[src/rtl/cond_flags_if.sv]
// Flag/condition interface between the ALU/issue side (master) and the
// architectural NZCV flag register (slave).
interface cond_flags_if;
   logic [3:0] alu_nzcv;
   logic       flag_we;
   logic       msr_we;
   logic [3:0] msr_data;
   logic       save;
   logic       restore;
   logic [3:0] cond;
   logic [3:0] nzcv;
   logic       cin;
   logic       vin;
   logic       cond_pass;
   logic [3:0] saved_nzcv;
   logic       saved_vld;
   logic       restore_err;

   modport master (
      output alu_nzcv, flag_we, msr_we, msr_data, save, restore, cond,
      input  nzcv, cin, vin, cond_pass, saved_nzcv, saved_vld, restore_err
   );

   modport slave (
      input  alu_nzcv, flag_we, msr_we, msr_data, save, restore, cond,
      output nzcv, cin, vin, cond_pass, saved_nzcv, saved_vld, restore_err
   );
endinterface

[src/rtl/cond_flags.sv]
// Architectural NZCV flag register with exception save/restore slot and
// ARM-style condition-code evaluator.
module cond_flags #(
   parameter bit BYPASS = 1'b1
) (
   input logic         clk,
   input logic         rst_n,
   cond_flags_if.slave io_bus
);

   logic [3:0] r_nzcv;
   logic [3:0] r_saved_nzcv;
   logic       r_saved_vld;
   logic       r_restore_err;

   logic       w_restore_ok;
   logic [3:0] w_nzcv_next;
   logic [3:0] w_flags;
   logic       w_n, w_z, w_c, w_v;
   logic       w_pass;

   assign w_restore_ok = io_bus.restore & r_saved_vld;

   always_comb begin
      w_nzcv_next = r_nzcv;
      if (w_restore_ok) begin
         w_nzcv_next = r_saved_nzcv;
      end else if (io_bus.msr_we) begin
         w_nzcv_next = io_bus.msr_data;
      end else if (io_bus.flag_we) begin
         w_nzcv_next = io_bus.alu_nzcv;
      end
   end

   always_ff @(posedge clk or negedge rst_n) begin
      if (!rst_n) begin
         r_nzcv        <= 4'b0000;
         r_saved_nzcv  <= 4'b0000;
         r_saved_vld   <= 1'b0;
         r_restore_err <= 1'b0;
      end else begin
         r_nzcv        <= w_nzcv_next;
         r_restore_err <= io_bus.restore & ~r_saved_vld;
         // Save takes precedence over the valid-clear of a restore, giving a swap.
         if (io_bus.save) begin
            r_saved_nzcv <= r_nzcv;
            r_saved_vld  <= 1'b1;
         end else if (w_restore_ok) begin
            r_saved_vld  <= 1'b0;
         end
      end
   end

   assign w_flags = BYPASS ? w_nzcv_next : r_nzcv;
   assign w_n     = w_flags[3];
   assign w_z     = w_flags[2];
   assign w_c     = w_flags[1];
   assign w_v     = w_flags[0];

   always_comb begin
      w_pass = 1'b0;
      case (io_bus.cond)
         4'b0000: w_pass = w_z;
         4'b0001: w_pass = ~w_z;
         4'b0010: w_pass = w_c;
         4'b0011: w_pass = ~w_c;
         4'b0100: w_pass = w_n;
         4'b0101: w_pass = ~w_n;
         4'b0110: w_pass = w_v;
         4'b0111: w_pass = ~w_v;
         4'b1000: w_pass = w_c & ~w_z;
         4'b1001: w_pass = ~w_c | w_z;
         4'b1010: w_pass = (w_n == w_v);
         4'b1011: w_pass = (w_n != w_v);
         4'b1100: w_pass = ~w_z & (w_n == w_v);
         4'b1101: w_pass = w_z | (w_n != w_v);
         4'b1110: w_pass = 1'b1;
         default: w_pass = 1'b0;
      endcase
   end

   assign io_bus.nzcv        = r_nzcv;
   assign io_bus.cin         = r_nzcv[1];
   assign io_bus.vin         = r_nzcv[0];
   assign io_bus.cond_pass   = w_pass;
   assign io_bus.saved_nzcv  = r_saved_nzcv;
   assign io_bus.saved_vld   = r_saved_vld;
   assign io_bus.restore_err = r_restore_err;

endmodule

[src/flat_wrapper.sv]
// flat-port wrapper written by rule: the top's interface ports become plain ports
module cond_flags_flat 
#(
   parameter bit BYPASS = 1'b1
)
  (clk, rst_n, io_bus_alu_nzcv, io_bus_flag_we, io_bus_msr_we, io_bus_msr_data, io_bus_save, io_bus_restore, io_bus_cond, io_bus_nzcv, io_bus_cin, io_bus_vin, io_bus_cond_pass, io_bus_saved_nzcv, io_bus_saved_vld, io_bus_restore_err);
  cond_flags_if io_bus_i ();
  input logic clk;
  input logic rst_n;
  input wire logic [$bits(io_bus_i.alu_nzcv)-1:0] io_bus_alu_nzcv;
  input wire logic [$bits(io_bus_i.flag_we)-1:0] io_bus_flag_we;
  input wire logic [$bits(io_bus_i.msr_we)-1:0] io_bus_msr_we;
  input wire logic [$bits(io_bus_i.msr_data)-1:0] io_bus_msr_data;
  input wire logic [$bits(io_bus_i.save)-1:0] io_bus_save;
  input wire logic [$bits(io_bus_i.restore)-1:0] io_bus_restore;
  input wire logic [$bits(io_bus_i.cond)-1:0] io_bus_cond;
  output wire logic [$bits(io_bus_i.nzcv)-1:0] io_bus_nzcv;
  output wire logic [$bits(io_bus_i.cin)-1:0] io_bus_cin;
  output wire logic [$bits(io_bus_i.vin)-1:0] io_bus_vin;
  output wire logic [$bits(io_bus_i.cond_pass)-1:0] io_bus_cond_pass;
  output wire logic [$bits(io_bus_i.saved_nzcv)-1:0] io_bus_saved_nzcv;
  output wire logic [$bits(io_bus_i.saved_vld)-1:0] io_bus_saved_vld;
  output wire logic [$bits(io_bus_i.restore_err)-1:0] io_bus_restore_err;
  assign io_bus_i.alu_nzcv = io_bus_alu_nzcv;
  assign io_bus_i.flag_we = io_bus_flag_we;
  assign io_bus_i.msr_we = io_bus_msr_we;
  assign io_bus_i.msr_data = io_bus_msr_data;
  assign io_bus_i.save = io_bus_save;
  assign io_bus_i.restore = io_bus_restore;
  assign io_bus_i.cond = io_bus_cond;
  assign io_bus_nzcv = io_bus_i.nzcv;
  assign io_bus_cin = io_bus_i.cin;
  assign io_bus_vin = io_bus_i.vin;
  assign io_bus_cond_pass = io_bus_i.cond_pass;
  assign io_bus_saved_nzcv = io_bus_i.saved_nzcv;
  assign io_bus_saved_vld = io_bus_i.saved_vld;
  assign io_bus_restore_err = io_bus_i.restore_err;
  cond_flags #(.BYPASS(BYPASS)) u_core (.clk(clk), .rst_n(rst_n), .io_bus(io_bus_i));
endmodule
[config.mk]
export PLATFORM = sky130hd
export DESIGN_NAME = cond_flags_flat
export DESIGN_NICKNAME = d
export VERILOG_FILES = /design/src/rtl/cond_flags_if.sv /design/src/rtl/cond_flags.sv /design/src/flat_wrapper.sv
export SDC_FILE = /design/constraint.sdc
export NUM_CORES = 1
export LEC_CHECK = 0
export CAP_MARGIN = 20
export CORE_UTILIZATION = 44
export CTS_CLUSTER_DIAMETER = 40
export DETAILED_ROUTE_END_ITERATION = 8
export PLACE_DENSITY = 0.92
export SYNTH_ARGS = -nofsm -noshare
export SYNTH_HDL_FRONTEND = slang
export SYNTH_SLANG_ARGS = --single-unit
[constraint.sdc]
create_clock -name clk -period 2.9 [get_ports clk]
set_clock_uncertainty 0.05 [all_clocks]
set_input_delay 0.29 -clock clk [delete_from_list [all_inputs] [get_ports clk]]
set_output_delay 0.29 -clock clk [all_outputs]
set_load 0.005 [all_outputs]
==> parameters.txt <==
Parameter                              Value

Status
  Status ... completed

Layout
  Finished layout cell area ... about 1100 µm²
  Final antenna diode count ... 0
  Area growth, synth to finish ... 55.7%
  Ratio of cells with drive above 1 in the final layout ... roughly 25%
  Number of nets at the end of the flow ... approximately 130
  Fill cell total of the finished layout ... 112

Routing
  Via count ... roughly 670
  Drt pass-1 iters ... 4
  DRC ... 0
  Average wire length per cell after detail routing ... ~14 µm
  Detail-routed via count per cell ... 5.51
  Initial detailed-routing violation count ... 17
  Routed Antenna Nets ... 0
  Routed Wire Length ... around 1.7 mm

CTS
  Register clock-pin slew on the reported worst setup and hold paths ... ~70 ps
  Htree depth ... 1
  Post-CTS Hold Fix Bufs ... 0
  CTS max path bufs ... 2
  Number of clock buffers inserted by TritonCTS ... 3
  CTS tree ... built
  Clock latency on the worst-skew pair ... around 250 ps
  Clk Tree Root Cell ... sky130_fd_sc_hd__clkbuf_4
  Number of post-CTS setup repair buffers ... 0
  Number of clock sinks ... 10

Critical path
  Kind of start point of the critical path ... primary input
  Buffers plus inverters on the worst setup path ... 2
  Master of the slowest instance on the critical path ... sky130_fd_sc_hd__clkdlybuf4s50_1
  Highest cell delay on the worst timing path ... approximately 470 ps
  Arrival time at the worst endpoint ... approximately 2200 ps
  Crit path max-delay family ... compound AO/OA/AOI/OAI gates
  Cell-by-cell listing of the critical path ... clkdlybuf4s50_1 > nor2b_1 > a221oi_4 > xor2_2 > nand4_1 > a32o_1 > o2111ai_1 > dlymetal6s2s_1
  Setup crit end kind ... output pin
  Path type of the worst setup path ... primary input to output pin
  CP max FO ... 4
  Critical Path RT ... 2560 ps

Synth
  Net count after synthesis ... 86
  Synth Warn # ... 0
  Mean Syn Cell Area ... around 11 µm²
  Largest cells by area after synthesis ... sky130_fd_sc_hd__dfrtp_1, sky130_fd_sc_hd__mux2i_1, sky130_fd_sc_hd__a221oi_4
  Sequential fraction of the synthesis area ... a little over a third
  Count of unique library cells instantiated by Yosys ... 34
  Share of Yosys cell area claimed by the top area cell type ... approximately a third
  Flip-flop and latch count after synthesis ... 10
  Dominant register cell in the synthesized netlist ... sky130_fd_sc_hd__dfrtp_1
  Count of flip-flops with a built-in enable after synthesis ... 0
  Asr flop ratio synth ... 100%
  Post-synthesis cell type with the largest combined area ... sky130_fd_sc_hd__dfrtp_1
  Count of mapped cells out of synthesis ... 68
  Post-synth design cell area ... 718 µm²

Power
  Static leakage ... 0.472 nW
  Cell area power density ... ~460 nW/µm²
  Worst supply voltage drop on vdd ... ~320 µV

STA
  Slew at the pin closest to its max-slew limit ... 430 ps
  Remaining max-slew budget at the tightest pin ... 71.2%
  Final-report max-slew violation count ... 0
  Ratio of final minimum period to clock period ... slightly below 90%
  Maximum achievable frequency ... between 0.3 and 0.4 GHz
  Final Worst Setup Slack ... about 380 ps
  RSZ-0062 raised after global routing ... false
  Hold Vio Cnt, Final ... 0
  Setup TNS ... 0 ps
  Worst hold slack across all endpoints ... around 290 ps
  Total of endpoints with negative setup slack in the final report ... 0
  Tmin final ... 2520 ps

Placed design
  Final HPWL DP ... about 1.4 mm
  RD Place Congestion ... between 0.8 and 0.9
  Port buffer count ... 30
  Post-placement cell area ... about 1100 µm²
  Worst slack at placement ... -112 ps

Job
  Max capacitance violation total ... 0

Floorplanning
  IO Pins ... 31
  Die area ... roughly 1800 µm²
  Vertical extent of the die ... between 40 and 50 µm
  Std-Cell Core Area ... approximately 1500 µm²
  Site row count ... 14
  Initial core utilization ... a little under half
  Horizontal die dimension ... 42.4 µm

Global route
  Via count of the first global-routing pass ... 609
  Antenna violations before repair ... 0
  Pin count of the biggest net entering global routing ... 13
  Total Routing Usage GR ... roughly 20%
  First-pass GRT wire length ... 2.75 mm
  Leftover overflow at the end of global routing ... 0

Min path
  Tightest Hold Check Type ... primary input to asynchronous set/reset pin
[cell usage in the layout, fill, tap and decap left out]
cell,n
sky130_fd_sc_hd__a31oi_1,1
sky130_fd_sc_hd__o22a_1,1
sky130_fd_sc_hd__and3b_2,2
sky130_fd_sc_hd__inv_1,2
sky130_fd_sc_hd__and3b_1,1
sky130_fd_sc_hd__nand3b_1,2
sky130_fd_sc_hd__o211ai_1,1
sky130_fd_sc_hd__clkbuf_8,1
sky130_fd_sc_hd__nand2_2,1
sky130_fd_sc_hd__clkbuf_4,3
sky130_fd_sc_hd__a41o_1,1
sky130_fd_sc_hd__a221oi_4,2
sky130_fd_sc_hd__nor3b_1,2
sky130_fd_sc_hd__a21oi_2,1
sky130_fd_sc_hd__buf_4,10
sky130_fd_sc_hd__a32o_1,1
sky130_fd_sc_hd__o21ai_0,1
sky130_fd_sc_hd__dlygate4sd2_1,1
sky130_fd_sc_hd__dlymetal6s2s_1,1
sky130_fd_sc_hd__nor2b_1,3
sky130_fd_sc_hd__mux2i_1,6
sky130_fd_sc_hd__xor2_1,1
sky130_fd_sc_hd__a21oi_1,1
sky130_fd_sc_hd__nand2_1,3
sky130_fd_sc_hd__dfrtp_2,1
sky130_fd_sc_hd__mux2_2,4
sky130_fd_sc_hd__a21o_2,1
sky130_fd_sc_hd__clkdlybuf4s50_1,28
sky130_fd_sc_hd__xor2_2,1
sky130_fd_sc_hd__nand3_1,1
sky130_fd_sc_hd__nor2_1,3
sky130_fd_sc_hd__or4_1,1
sky130_fd_sc_hd__a2bb2oi_1,1
sky130_fd_sc_hd__o2111ai_1,1
sky130_fd_sc_hd__nand4_1,3
sky130_fd_sc_hd__dfrtp_1,9
sky130_fd_sc_hd__nand2b_1,3
[sequential cells by signal (all words and copies together), names as in the netlist]
signal,flops
u_core.io_bus.saved_nzcv,4
u_core.io_bus.nzcv,4
u_core.io_bus.restore_err,1
u_core.io_bus.saved_vld,1
[per-layer routing]
| layer | track usage, % | part of all wire, % | vias to the layer above |
|---|---|---|---|
| met5 | 0 | 0 | - |
| met4 | 7.50 | 1.1 | 0 |
| met3 | 0.431 | 5.3 | 2 |
| met2 | 30.8 | 49 | 19 |
| met1 | 29.4 | 44 | 326 |
| li1 | - | - | 325 |
[worst reg2reg max path, delay by kind of cell (launching register included)]
family	cells	cell delay [ps]
simple gates	1	110
buf+inv	2	220
compound gates	2	470
flops	1	460
[kinds of logic after synthesis]
| kind of cell | Yosys count | synth area share, % |
|---|---|---|
| buffers and inverters | 8 | 5.75 |
| flip-flops | 10 | 34.8 |
| multiplexers | 10 | 14.6 |
| XOR/XNOR | 2 | 3.49 |
| AND/OR/NAND/NOR | 25 | 21.8 |
| AO/OA/AOI/OAI | 13 | 19.5 |
[synth_stat cells (2+ instances only)]
cell type,n
sky130_fd_sc_hd__nor3b_1,2
sky130_fd_sc_hd__nand2b_1,3
sky130_fd_sc_hd__buf_2,2
sky130_fd_sc_hd__nand4_1,3
sky130_fd_sc_hd__nand2_1,3
sky130_fd_sc_hd__nor2_1,3
sky130_fd_sc_hd__inv_1,2
sky130_fd_sc_hd__nand3b_1,2
sky130_fd_sc_hd__buf_4,2
sky130_fd_sc_hd__mux2_2,4
sky130_fd_sc_hd__dfrtp_1,10
sky130_fd_sc_hd__nor2b_1,3
sky130_fd_sc_hd__and3b_2,2
sky130_fd_sc_hd__a221oi_4,2
sky130_fd_sc_hd__mux2i_1,6
[power by group]
group | internal, mW | switching, mW | total (mW)
sequential | 0.162 | 0.0210 | 0.183
combinational | 0.130 | 0.0764 | 0.206
clock | 0.0760 | 0.0440 | 0.120
[repair_timing]
| item | 4_1_cts | 5_1_grt |
|---|---|---|
| setup endpoints to repair | 1 | 1 |
| pin swaps | 3 | 1 |
| resized for setup | 1 | 2 |
[through the flow]
stage / std cells / power, mW / util [%]
after floorplan: 68 / 0.276 / -
after global placement: 118 / 0.388 / 70.9
after detailed placement: 118 / 0.393 / 70.9
after CTS: 122 / 0.515 / 73.2
after global routing: 122 / 0.539 / 73.4
final: 122 / 0.509 / 73.4
[path summary, 6_finish.rpt]
| path | from | endpoint | slack (ps) | cells after the start |
|---|---|---|---|---|
| max | io_bus_msr_we | io_bus_cond_pass | 380 | 8 |
| min | rst_n | u_core.io_bus.saved_nzcv[0]$_DFFE_PN0P_ | 290 | 1 |
| max reg2reg | u_core.io_bus.saved_vld$_DFFE_PN0P_ | u_core.io_bus.nzcv[2]$_DFF_PN0_ | 1490 | 5 |
| min reg2reg | u_core.io_bus.saved_vld$_DFFE_PN0P_ | u_core.io_bus.restore_err$_DFF_PN0_ | 480 | 1 |
| max in group asynchronous | rst_n | u_core.io_bus.saved_vld$_DFFE_PN0P_ | 2190 | 1 |
| min in group clk | io_bus_restore | u_core.io_bus.restore_err$_DFF_PN0_ | 450 | 3 |
[final cells by class]
cell class              count  area, µm²  share of cell area [%]
clock buffers               4       36.3                    3.24
inverters                   2       7.51                   0.671
multi-input cells          50        427                    38.1
flip-flops and latches     10        251                    22.5
well taps                  16       20.0                    1.79
repair buffers             40        377                    33.7
Note: power is estimated with default switching activity, not from simulation.
